<file path="config.mk">
export PLATFORM = sky130hd
export DESIGN_NAME = frame_buffer_ctrl_flat
export DESIGN_NICKNAME = d
export VERILOG_FILES = /design/src/rtl/frame_buffer_ctrl_if.sv /design/src/rtl/frame_buffer_ctrl.sv /design/src/flat_wrapper.sv
export SDC_FILE = /design/constraint.sdc
export NUM_CORES = 1
export LEC_CHECK = 0
export CORE_MARGIN = 2
export CORE_UTILIZATION = 45
export CTS_CLUSTER_SIZE = 14
export DETAILED_ROUTE_END_ITERATION = 10
export GPL_TIMING_DRIVEN = 0
export HOLD_SLACK_MARGIN = 0.02
export PLACE_DENSITY = 0.69
export SLEW_MARGIN = 20
export SYNTH_ARGS = -nofsm -noshare
export SYNTH_HDL_FRONTEND = slang
export SYNTH_SLANG_ARGS = --single-unit
</file>
<file path="constraint.sdc">
create_clock -name CLK -period 5.8 [get_ports CLK]
set_input_delay 1.74 -clock CLK [delete_from_list [all_inputs] [get_ports CLK]]
set_output_delay 1.74 -clock CLK [all_outputs]
set_load 0.05 [all_outputs]
</file>
<file path="src/rtl/frame_buffer_ctrl_if.sv">
// ----------------------------------------------------------------------------
// frame_buffer_ctrl_if
// Bundles the CPU bus side and the frame buffer port A / VGA config side of
// the frame buffer controller.
//   BUS_ADDR[7:0], BUS_DATA_IN[7:0], BUS_WE : CPU bus access (driven by master)
//   BUS_DATA_OUT[7:0], BUS_DATA_OE          : status read-back
//   FB_ADDR, FB_DATA, FB_WE                 : frame buffer port A write port
//   CONFIG_COLOURS[15:0]                    : {BG,FG} to the VGA generator
//   FILL_DONE                               : pulse after the last fill write
// master = CPU/system side, slave = frame_buffer_ctrl.
// ----------------------------------------------------------------------------
interface frame_buffer_ctrl_if #(
  parameter int ADDR_WIDTH = 15
);
  logic [7:0]            BUS_ADDR;
  logic [7:0]            BUS_DATA_IN;
  logic                  BUS_WE;
  logic [7:0]            BUS_DATA_OUT;
  logic                  BUS_DATA_OE;
  logic [ADDR_WIDTH-1:0] FB_ADDR;
  logic                  FB_DATA;
  logic                  FB_WE;
  logic [15:0]           CONFIG_COLOURS;
  logic                  FILL_DONE;

  modport master (
    output BUS_ADDR, BUS_DATA_IN, BUS_WE,
    input  BUS_DATA_OUT, BUS_DATA_OE, FB_ADDR, FB_DATA, FB_WE,
    input  CONFIG_COLOURS, FILL_DONE
  );

  modport slave (
    input  BUS_ADDR, BUS_DATA_IN, BUS_WE,
    output BUS_DATA_OUT, BUS_DATA_OE, FB_ADDR, FB_DATA, FB_WE,
    output CONFIG_COLOURS, FILL_DONE
  );
endinterface

</file>
<file path="src/rtl/frame_buffer_ctrl.sv">
// ----------------------------------------------------------------------------
// frame_buffer_ctrl
// Owns frame buffer port A and the VGA colour configuration. CPU bus writes
// set X/Y, write single pixels, set FG/BG colours and start a fill engine that
// sweeps the whole buffer. CPU pixel writes that arrive during a fill are
// parked in a one-deep pending slot and written on the next cycle while the
// fill counter yields.
// Ports:
//   CLK   : system clock
//   RESET : asynchronous, active-high reset
//   bus   : frame_buffer_ctrl_if.slave (CPU bus, port A, colours, FILL_DONE)
// Register map (offsets from BASE_ADDR):
//   +0 X, +1 Y[6:0], +2 pixel (bit0), +3 FG, +4 BG,
//   +5 write: bit0 start fill, bit1 fill value; read: {6'b0,overflow,busy}
// ----------------------------------------------------------------------------
module frame_buffer_ctrl #(
  parameter logic [7:0]  BASE_ADDR       = 8'hB0,
  parameter int          ADDR_WIDTH      = 15,
  parameter logic [15:0] DEFAULT_COLOURS = 16'h00FF
) (
  input  logic                CLK,
  input  logic                RESET,
  frame_buffer_ctrl_if.slave  bus
);

  typedef enum logic [0:0] {
    ST_IDLE = 1'b0,
    ST_FILL = 1'b1
  } state_t;

  localparam logic [ADDR_WIDTH-1:0] LAST_ADDR = {ADDR_WIDTH{1'b1}};
  localparam logic [ADDR_WIDTH-1:0] ADDR_ONE  = {{(ADDR_WIDTH-1){1'b0}}, 1'b1};

  state_t                state_r, state_nxt;
  logic [7:0]            x_r;
  logic [6:0]            y_r;
  logic [7:0]            fg_r, bg_r;
  logic [ADDR_WIDTH-1:0] ctr_r, ctr_nxt;
  logic                  fill_val_r, fill_val_nxt;
  logic                  pend_valid_r, pend_valid_nxt;
  logic [ADDR_WIDTH-1:0] pend_addr_r, pend_addr_nxt;
  logic                  pend_data_r, pend_data_nxt;
  logic                  overflow_r, overflow_nxt;
  logic                  fb_we_r, fb_we_nxt;
  logic [ADDR_WIDTH-1:0] fb_addr_r, fb_addr_nxt;
  logic                  fb_data_r, fb_data_nxt;
  logic                  last_r, last_nxt;
  logic                  fill_done_r;
  logic                  oe_r;
  logic [7:0]            dout_r, dout_nxt;

  logic [7:0]            offset_s;
  logic                  in_range_s;
  logic                  wr_x_s, wr_y_s, wr_pix_s, wr_fg_s, wr_bg_s, wr_cmd_s;
  logic                  rd_status_s;
  logic                  busy_s;
  logic [ADDR_WIDTH-1:0] pixel_addr_s;

  // Bus address decode; the lower bound check stops offset wrap-around aliasing
  assign offset_s     = bus.BUS_ADDR - BASE_ADDR;
  assign in_range_s   = (bus.BUS_ADDR >= BASE_ADDR) && (offset_s <= 8'd5);
  assign wr_x_s       = bus.BUS_WE && in_range_s && (offset_s == 8'd0);
  assign wr_y_s       = bus.BUS_WE && in_range_s && (offset_s == 8'd1);
  assign wr_pix_s     = bus.BUS_WE && in_range_s && (offset_s == 8'd2);
  assign wr_fg_s      = bus.BUS_WE && in_range_s && (offset_s == 8'd3);
  assign wr_bg_s      = bus.BUS_WE && in_range_s && (offset_s == 8'd4);
  assign wr_cmd_s     = bus.BUS_WE && in_range_s && (offset_s == 8'd5);
  assign rd_status_s  = !bus.BUS_WE && in_range_s && (offset_s == 8'd5);
  assign busy_s       = (state_r == ST_FILL);
  assign pixel_addr_s = ADDR_WIDTH'({y_r, x_r});

  // X/Y cursor and colour registers, writable at any time
  always_ff @(posedge CLK or posedge RESET) begin
    if (RESET) begin
      x_r  <= 8'h00;
      y_r  <= 7'h00;
      fg_r <= DEFAULT_COLOURS[7:0];
      bg_r <= DEFAULT_COLOURS[15:8];
    end else begin
      if (wr_x_s)  x_r  <= bus.BUS_DATA_IN;
      if (wr_y_s)  y_r  <= bus.BUS_DATA_IN[6:0];
      if (wr_fg_s) fg_r <= bus.BUS_DATA_IN;
      if (wr_bg_s) bg_r <= bus.BUS_DATA_IN;
    end
  end

  // FSM state register
  always_ff @(posedge CLK or posedge RESET) begin
    if (RESET) begin
      state_r <= ST_IDLE;
    end else begin
      state_r <= state_nxt;
    end
  end

  // Next state, port A arbitration, pending slot and status read
  always_comb begin
    state_nxt      = state_r;
    ctr_nxt        = ctr_r;
    fill_val_nxt   = fill_val_r;
    pend_valid_nxt = pend_valid_r;
    pend_addr_nxt  = pend_addr_r;
    pend_data_nxt  = pend_data_r;
    overflow_nxt   = overflow_r;
    fb_we_nxt      = 1'b0;
    fb_addr_nxt    = fb_addr_r;
    fb_data_nxt    = fb_data_r;
    last_nxt       = 1'b0;
    dout_nxt       = 8'h00;

    // Port A source: pending pixel first, then the fill sweep, then a direct
    // IDLE pixel write. A pending slot can outlive the fill by one cycle when
    // a pixel lands on the final fill write, so it also drains in IDLE.
    if (pend_valid_r) begin
      fb_we_nxt      = 1'b1;
      fb_addr_nxt    = pend_addr_r;
      fb_data_nxt    = pend_data_r;
      pend_valid_nxt = 1'b0;
    end else if (state_r == ST_FILL) begin
      fb_we_nxt   = 1'b1;
      fb_addr_nxt = ctr_r;
      fb_data_nxt = fill_val_r;
      ctr_nxt     = ctr_r + ADDR_ONE;
      if (ctr_r == LAST_ADDR) begin
        state_nxt = ST_IDLE;
        last_nxt  = 1'b1;
      end else begin
        state_nxt = ST_FILL;
      end
    end else if (wr_pix_s) begin
      fb_we_nxt   = 1'b1;
      fb_addr_nxt = pixel_addr_s;
      fb_data_nxt = bus.BUS_DATA_IN[0];
    end else begin
      fb_we_nxt = 1'b0;
    end

    // Pixel writes that cannot go out directly: park or drop
    if (wr_pix_s) begin
      if (pend_valid_r) begin
        overflow_nxt = 1'b1;
      end else if (state_r == ST_FILL) begin
        pend_valid_nxt = 1'b1;
        pend_addr_nxt  = pixel_addr_s;
        pend_data_nxt  = bus.BUS_DATA_IN[0];
      end else begin
        pend_valid_nxt = pend_valid_nxt;
      end
    end else begin
      pend_valid_nxt = pend_valid_nxt;
    end

    // Start command is only honoured from IDLE; the counter is already 0 there
    if (wr_cmd_s && bus.BUS_DATA_IN[0] && (state_r == ST_IDLE)) begin
      state_nxt    = ST_FILL;
      fill_val_nxt = bus.BUS_DATA_IN[1];
    end else begin
      fill_val_nxt = fill_val_nxt;
    end

    // Status read returns the flags seen this cycle and clears overflow
    if (rd_status_s) begin
      dout_nxt     = {6'b000000, overflow_r, busy_s};
      overflow_nxt = 1'b0;
    end else begin
      dout_nxt = 8'h00;
    end
  end

  // Datapath registers and registered outputs
  always_ff @(posedge CLK or posedge RESET) begin
    if (RESET) begin
      ctr_r        <= '0;
      fill_val_r   <= 1'b0;
      pend_valid_r <= 1'b0;
      pend_addr_r  <= '0;
      pend_data_r  <= 1'b0;
      overflow_r   <= 1'b0;
      fb_we_r      <= 1'b0;
      fb_addr_r    <= '0;
      fb_data_r    <= 1'b0;
      last_r       <= 1'b0;
      fill_done_r  <= 1'b0;
      oe_r         <= 1'b0;
      dout_r       <= 8'h00;
    end else begin
      ctr_r        <= ctr_nxt;
      fill_val_r   <= fill_val_nxt;
      pend_valid_r <= pend_valid_nxt;
      pend_addr_r  <= pend_addr_nxt;
      pend_data_r  <= pend_data_nxt;
      overflow_r   <= overflow_nxt;
      fb_we_r      <= fb_we_nxt;
      fb_addr_r    <= fb_addr_nxt;
      fb_data_r    <= fb_data_nxt;
      last_r       <= last_nxt;
      fill_done_r  <= last_r;
      oe_r         <= rd_status_s;
      dout_r       <= dout_nxt;
    end
  end

  assign bus.FB_WE          = fb_we_r;
  assign bus.FB_ADDR        = fb_addr_r;
  assign bus.FB_DATA        = fb_data_r;
  assign bus.CONFIG_COLOURS = {bg_r, fg_r};
  assign bus.FILL_DONE      = fill_done_r;
  assign bus.BUS_DATA_OE    = oe_r;
  assign bus.BUS_DATA_OUT   = dout_r;

endmodule

</file>
<file path="src/flat_wrapper.sv">
// flat-port wrapper written by rule: the top's interface ports become plain ports
module frame_buffer_ctrl_flat 
#(
  parameter logic [7:0]  BASE_ADDR       = 8'hB0,
  parameter int          ADDR_WIDTH      = 15,
  parameter logic [15:0] DEFAULT_COLOURS = 16'h00FF
)
  (CLK, RESET, bus_BUS_ADDR, bus_BUS_DATA_IN, bus_BUS_WE, bus_BUS_DATA_OUT, bus_BUS_DATA_OE, bus_FB_ADDR, bus_FB_DATA, bus_FB_WE, bus_CONFIG_COLOURS, bus_FILL_DONE);
  frame_buffer_ctrl_if #(.ADDR_WIDTH(ADDR_WIDTH)) bus_i ();
  input  logic CLK;
  input  logic RESET;
  input wire logic [$bits(bus_i.BUS_ADDR)-1:0] bus_BUS_ADDR;
  input wire logic [$bits(bus_i.BUS_DATA_IN)-1:0] bus_BUS_DATA_IN;
  input wire logic [$bits(bus_i.BUS_WE)-1:0] bus_BUS_WE;
  output wire logic [$bits(bus_i.BUS_DATA_OUT)-1:0] bus_BUS_DATA_OUT;
  output wire logic [$bits(bus_i.BUS_DATA_OE)-1:0] bus_BUS_DATA_OE;
  output wire logic [$bits(bus_i.FB_ADDR)-1:0] bus_FB_ADDR;
  output wire logic [$bits(bus_i.FB_DATA)-1:0] bus_FB_DATA;
  output wire logic [$bits(bus_i.FB_WE)-1:0] bus_FB_WE;
  output wire logic [$bits(bus_i.CONFIG_COLOURS)-1:0] bus_CONFIG_COLOURS;
  output wire logic [$bits(bus_i.FILL_DONE)-1:0] bus_FILL_DONE;
  assign bus_i.BUS_ADDR = bus_BUS_ADDR;
  assign bus_i.BUS_DATA_IN = bus_BUS_DATA_IN;
  assign bus_i.BUS_WE = bus_BUS_WE;
  assign bus_BUS_DATA_OUT = bus_i.BUS_DATA_OUT;
  assign bus_BUS_DATA_OE = bus_i.BUS_DATA_OE;
  assign bus_FB_ADDR = bus_i.FB_ADDR;
  assign bus_FB_DATA = bus_i.FB_DATA;
  assign bus_FB_WE = bus_i.FB_WE;
  assign bus_CONFIG_COLOURS = bus_i.CONFIG_COLOURS;
  assign bus_FILL_DONE = bus_i.FILL_DONE;
  frame_buffer_ctrl #(.BASE_ADDR(BASE_ADDR), .ADDR_WIDTH(ADDR_WIDTH), .DEFAULT_COLOURS(DEFAULT_COLOURS)) u_core (.CLK(CLK), .RESET(RESET), .bus(bus_i));
endmodule
</file>
== Word level (Yosys, flattened, before mapping) ==
Cells that the tools add are included.

* $add $sub $neg: 2
* Multipliers: 0
* Div/mod/pow operators: 0
* Magnitude comparators: 2
* Eq/ne operators: 7
* Shift operators: 0
* Multiplexer cells: 23
* Bitwise logic cells: 2
* Reduce and logical (&&, ||, !) cells: 20

{| class="wikitable"
|+ Operators with widths
! operator !! count
|-
| $mux W15 || 3
|-
| $mux W1 || 19
|-
| $eq A8 B2 Y1 const B || 2
|-
| $eq A8 B3 Y1 const B || 2
|-
| $add A15 B1 Y15 const B || 1
|-
| $eq A15 B15 Y1 const B || 1
|-
| $logic_and A1 B1 Y1 || 12
|-
| $eq A8 B1 Y1 const B || 1
|-
| $ge A8 B8 Y1 const B || 1
|-
| $le A8 B3 Y1 const B || 1
|-
| $logic_not A8 Y1 || 1
|-
| $sub A8 B8 Y8 const B || 1
|-
| $reduce_and A2 Y1 || 2
|-
| $reduce_bool A2 Y1 || 2
|-
| $reduce_and A3 Y1 || 1
|-
| $reduce_bool A3 Y1 || 1
|-
| $mux W2 || 1
|-
| $ne A2 B2 Y1 const B || 1
|-
| $not A1 Y1 || 2
|-
| $logic_not A1 Y1 || 1
|}

* Bits in registers: 88
* Bits in latches: 0
* Bits in writable memories: 0
* ROM bits: 0
* Bits of input ports: 19
* Output and inout port bits: 43
* Logic and storage cells: 74
* Memories kept: 0

== Depth between registers and ports, before layout ==
* Depth in word-level cells: 8
* Mapped depth: 6
* Gate-level depth less buffers: 4

== Worst setup path after synthesis ==
Ideal clock, no wire load.

* Kind: input to register
* Start: input port bus_BUS_ADDR[6]
* End: register u_core.fill_val_r
* Library setup time: 125 ps
* Data arrival time: 3023 ps
* Required time: 5675 ps
* Setup slack: 2652 ps
* Stages: 4
* Buffers on the path: 0
* Cell sequence: nand3b_4 -> or3_4 -> nor4b_1 -> mux2_2

* Longest elaborated chain between the ends: 7
* Elaborated cells on any way between the ends: 9
* Classes of those cells: add/sub: 1; order compare: 2; eq/ne: 1; reduce/logical: 5

{| class="wikitable"
|+ Ends and longest elaborated chain
! item !! RTL line !! text
|-
| start: declaration || flat_wrapper.sv:12 || <nowiki>input wire logic [$bits(bus_i.BUS_ADDR)-1:0] bus_BUS_ADDR;</nowiki>
|-
| $sub A8 B8 Y8 || frame_buffer_ctrl.sv:60 || <nowiki>assign offset_s = bus.BUS_ADDR - BASE_ADDR;</nowiki>
|-
| $le A8 B3 Y1 || frame_buffer_ctrl.sv:61 || <nowiki>assign in_range_s = (bus.BUS_ADDR >= BASE_ADDR) && (offset_s <= 8'd5);</nowiki>
|-
| $logic_and A1 B1 Y1 || frame_buffer_ctrl.sv:61 ||
|-
| $logic_and A1 B1 Y1 || frame_buffer_ctrl.sv:67 || <nowiki>assign wr_cmd_s = bus.BUS_WE && in_range_s && (offset_s == 8'd5);</nowiki>
|-
| $logic_and A1 B1 Y1 * || frame_buffer_ctrl.sv:67 ||
|-
| $logic_and A1 B1 Y1 * (2 in series) || frame_buffer_ctrl.sv:154 || <nowiki>if (wr_cmd_s && bus.BUS_DATA_IN[0] && (state_r == ST_IDLE)) begin</nowiki>
|-
| end signal: assignment || frame_buffer_ctrl.sv:188 || <nowiki>fill_val_r <= fill_val_nxt;</nowiki>
|-
| end: declaration || frame_buffer_ctrl.sv:39 || <nowiki>logic fill_val_r, fill_val_nxt;</nowiki>
|}

Every way passes the cells marked *; elsewhere a longest branch is shown, timed or not.
A chain may end at the register's enable or synchronous reset.

== Worst setup path in the final report ==
* Start: input port bus_BUS_ADDR[4]
* End: register u_core.fill_val_r

The elaborated chain is that of the path after synthesis.

==> summary.md <==
| Metric | Value |
|---|---|
| Global Route Usage Sum | 0.182 |
| Yosys reg bits | 88 |
| Synthesized area per cell | 13.0 µm² |
| Tcrit/Tclk final | 0.596 |
| Full die area | approximately 9500 µm² |
| Cell Rows | 34 |
| Slew @ Worst Pin | 591 ps |
| Hold Path Class | reg -> reg |
| Antenna Cells | 0 |
| WL final | between 8 and 9 mm |
| Synthesized instance count | about 300 |
| Pre-CTS setup slack | between 1500 and 2000 ps |
| DIE HEIGHT | slightly below 100 µm |
| Largest cells by area after synthesis | dfrtp_1 (51%), mux2_2 (9.1%), dfstp_2 (5.3%), a221o_1 (4.1%), a221oi_1 (3.1%) |
| IO Port Bufs | 54 |
| Worst Path Required | 6050 ps |
| Synth Flop Type | dfrtp_1 |
| Layout cells sized above 1 | 0.233 |
| Synth Area in Simple Gates | 0.104 |
| Worst r2r dst | u_core.pend_addr_r[14]$_DFFE_PP0P_ |
| Drt wl/cell | 16.7 µm |
| Max Root-Sink Buffers | 2 |
| Post-CTS setup buffer count | 0 |
| CTS tree | done |
| Grt total ovfl | 0 |
| Sequential-to-total area share from yosys stat | 0.561 |
| Fmax | a little under 300 MHz |
| H-tree Lvls | 3 |
| Worst vdd ir | approximately 0.00017 V |
| DR vias | roughly 2600 |
| EDFF count, synth | 0 |
| Synth area leader | dfrtp_1 |
| First-pass DRT Iterations | 5 |
| Largest family of logic cells by synthesized area | multiplexers |
| Synth top area share | 0.508 |
| Adder-Cell Fraction of Synth Area | 0.00318 |
| Crit path to | u_core.fill_val_r$_DFFE_PP0P_ |
| Worst reg2reg startpoint | u_core.pend_valid_r$_DFF_PP0_ |
| Residual DRC | 0 |
| Ys Warns | 0 |
| Clk_skew | ~9.0 ps |
| Final GP Congestion | a little under 0.8 |
| Max Cap Viol | 0 |
| Setup TNS | 0 ps |
| Clock-pin slew on the worst setup and hold paths | around 90 ps |
| Setup violators final | 0 |
| HPWL Detailed | around 5.7 mm |
| Largest net degree at the start of global routing | 55 |
| Mux cell area share after synthesis | 0.151 |
| Cell depth of the worst flop-to-flop path | 5 |
| Fin nets | around 390 |
| Initial drt markers | ~160 |
| First-pass GRT wire length | 13.7 mm |
| Hold_buf cts | 0 |
| Async S/R FF share, synth | 1.00 |
| CP Launch Type | input pin |
| Post-route ant nets | 0 |
| Distinct cells, synth | 44 |
| Pwr Density | approximately 310 nW/µm² |
| Cts repair resizes | 0 |
| Max_slew headroom | 0.603 |
| Kind of critical path | in -> reg |
| Xor/xnor share of the synthesized area | 0.0311 |
| Endpoints failing hold | 0 |
| Crit path max fanout | 4 |
| Compound-gate portion of the synthesized area | 0.0997 |
| Crit path arrival time | approximately 3700 ps |
| CP startpoint | bus_BUS_ADDR[4] |
| Clock Latency Late Sink | ~360 ps |
| Die Span X | 97.6 µm |
| Cts bufs inserted | 9 |
| Num Clock Sinks | between 80 and 90 |
| LEAKAGE | roughly 2.2 nW |
| CP endpoint kind | flip-flop |
| Vias in the first global route | about 2700 |
| R2R setup slack | around 3900 ps |
| Status | complete, no violations |
| Core box area | about 8600 µm² |
| Minimum clock period | 3460 ps |
| Final Max Slew Viols | 0 |
| Initial antenna violation count | 0 |
| Mapped Area | roughly 3900 µm² |
| Starting Density | 0.459 |
| RSZ-0062 raised after global routing | no |
| Io pins | slightly above 60 |
| Fin worst setup slack | 2340 ps |
| Clk root buf | clkbuf_8 |
| Via/cell ratio | 5.39 |
| Syn-to-layout area delta | 22.9% |
## how the worst min path moves through the flow
stage / depth (start not counted) / startpoint / to / slack (ps)
2_1_floorplan: 0 / u_core.last_r$_DFF_PP0_ / u_core.bus.FILL_DONE$_DFF_PP0_ / 330
3_3_place_gp: 0 / u_core.last_r$_DFF_PP0_ / u_core.bus.FILL_DONE$_DFF_PP0_ / 340
3_5_place_dp: 0 / u_core.last_r$_DFF_PP0_ / u_core.bus.FILL_DONE$_DFF_PP0_ / 340
4_1_cts: 0 / u_core.last_r$_DFF_PP0_ / u_core.bus.FILL_DONE$_DFF_PP0_ / 360
5_1_grt: 0 / u_core.last_r$_DFF_PP0_ / u_core.bus.FILL_DONE$_DFF_PP0_ / 390
6_report: 0 / u_core.last_r$_DFF_PP0_ / u_core.bus.FILL_DONE$_DFF_PP0_ / 360
## worst max-delay path, cell delays in order
cell and delay, ps:
clkdlybuf4s50_1 530, nand3b_4 130, or3_4 420, nor4b_1 490
mux2_2 400
## layout make-up
| type | instances | area (µm²) |
|---|---|---|
| fill | 708 | 3750 |
| sequential | 88 | 2210 |
| multi-input combinational | 181 | 1560 |
| timing repair buffer | 55 | 568 |
| tap | 108 | 135 |
| clock buffer | 9 | 124 |
| buffer | 20 | 124 |
| inverter | 18 | 70.1 |
| clock inverter | 7 | 55.1 |
## cells in the mapped netlist, types with 5 or more instances
cell type  instances
nor3_1             6
clkbuf_1           7
nor2_1             5
nand2_1           15
inv_1             18
nand3_1            5
a221oi_1          14
a21oi_1           15
mux2_2            32
xnor2_1            8
buf_4              6
dfrtp_1           80
mux2_4             8
dfstp_2            8
xor2_1             6
mux2_1            10
a221o_1           16
## sequential cells by signal, indices dropped and copies added, names as in the netlist, 2 cells and up
register                 cells
u_core.bg_r                  8
u_core.fg_r                  8
u_core.x_r                   8
u_core.y_r                   7
u_core.bus.BUS_DATA_OUT      2
u_core.ctr_r                15
u_core.bus.FB_ADDR          15
u_core.pend_addr_r          15
## cells in the final DEF (no fill, tap or decap), drive strengths merged
master / count
nand3: 5
nand4: 3
clkbuf: 16
or3: 2
ha: 1
clkdlybuf4s50: 54
nor4: 3
dfstp: 8
a221o: 16
inv: 21
xnor2: 8
or2: 2
o21ai: 3
xor2: 6
and4b: 1
clkinv: 2
mux2: 50
buf: 14
nor3: 7
nand2b: 3
nand3b: 2
a21boi: 1
o41ai: 1
a221oi: 14
and4: 1
nand2: 16
nor4b: 1
a21oi: 15
conb: 6
clkinvlp: 2
nand4b: 3
nor2b: 2
dfrtp: 80
nor2: 5
and2: 3
or4: 1
## report_power, final
| group | switching, mW | internal, mW | total (mW) |
|---|---|---|---|
| registers | 0.0658 | 0.673 | 0.739 |
| clock network | 0.232 | 0.160 | 0.392 |
| logic | 0.204 | 0.142 | 0.346 |
| total | 0.502 | 0.976 | 1.48 |
## layer usage
metal,up-vias,GRT usage,routed length [µm]
met5,-,0,0
met4,0,0.0684,137
met3,11,0.0309,343
met2,67,0.287,3840
met1,1304,0.255,3780
li1,1236,-,-
## cell families (layout without fill, tap and decap cells)
family | after synthesis | count (layout)
adder cells (fa/ha/maj) | 1 | 1
other | 1 | 6
buffers and inverters | 38 | 109
multiplexers | 50 | 50
flip-flops | 88 | 88
AO/OA/AOI/OAI | 50 | 50
XOR/XNOR | 14 | 14
AND/OR/NAND/NOR | 60 | 60
## metrics by stage
stage / instances / area (µm²) / util / power [mW] / hold WS (ps)
2_1_floorplan: 307 / 3960 / - / 0.975 / 331
3_3_place_gp: 469 / 4630 / 0.539 / 1.09 / 336
3_5_place_dp: 470 / 4660 / 0.543 / 1.10 / 339
4_1_cts: 486 / 4840 / 0.564 / 1.49 / 359
5_1_grt: 486 / 4840 / 0.564 / 1.55 / 388
6_report: 486 / 4840 / 0.564 / 1.48 / 357
(Power assumes the default switching activity.)
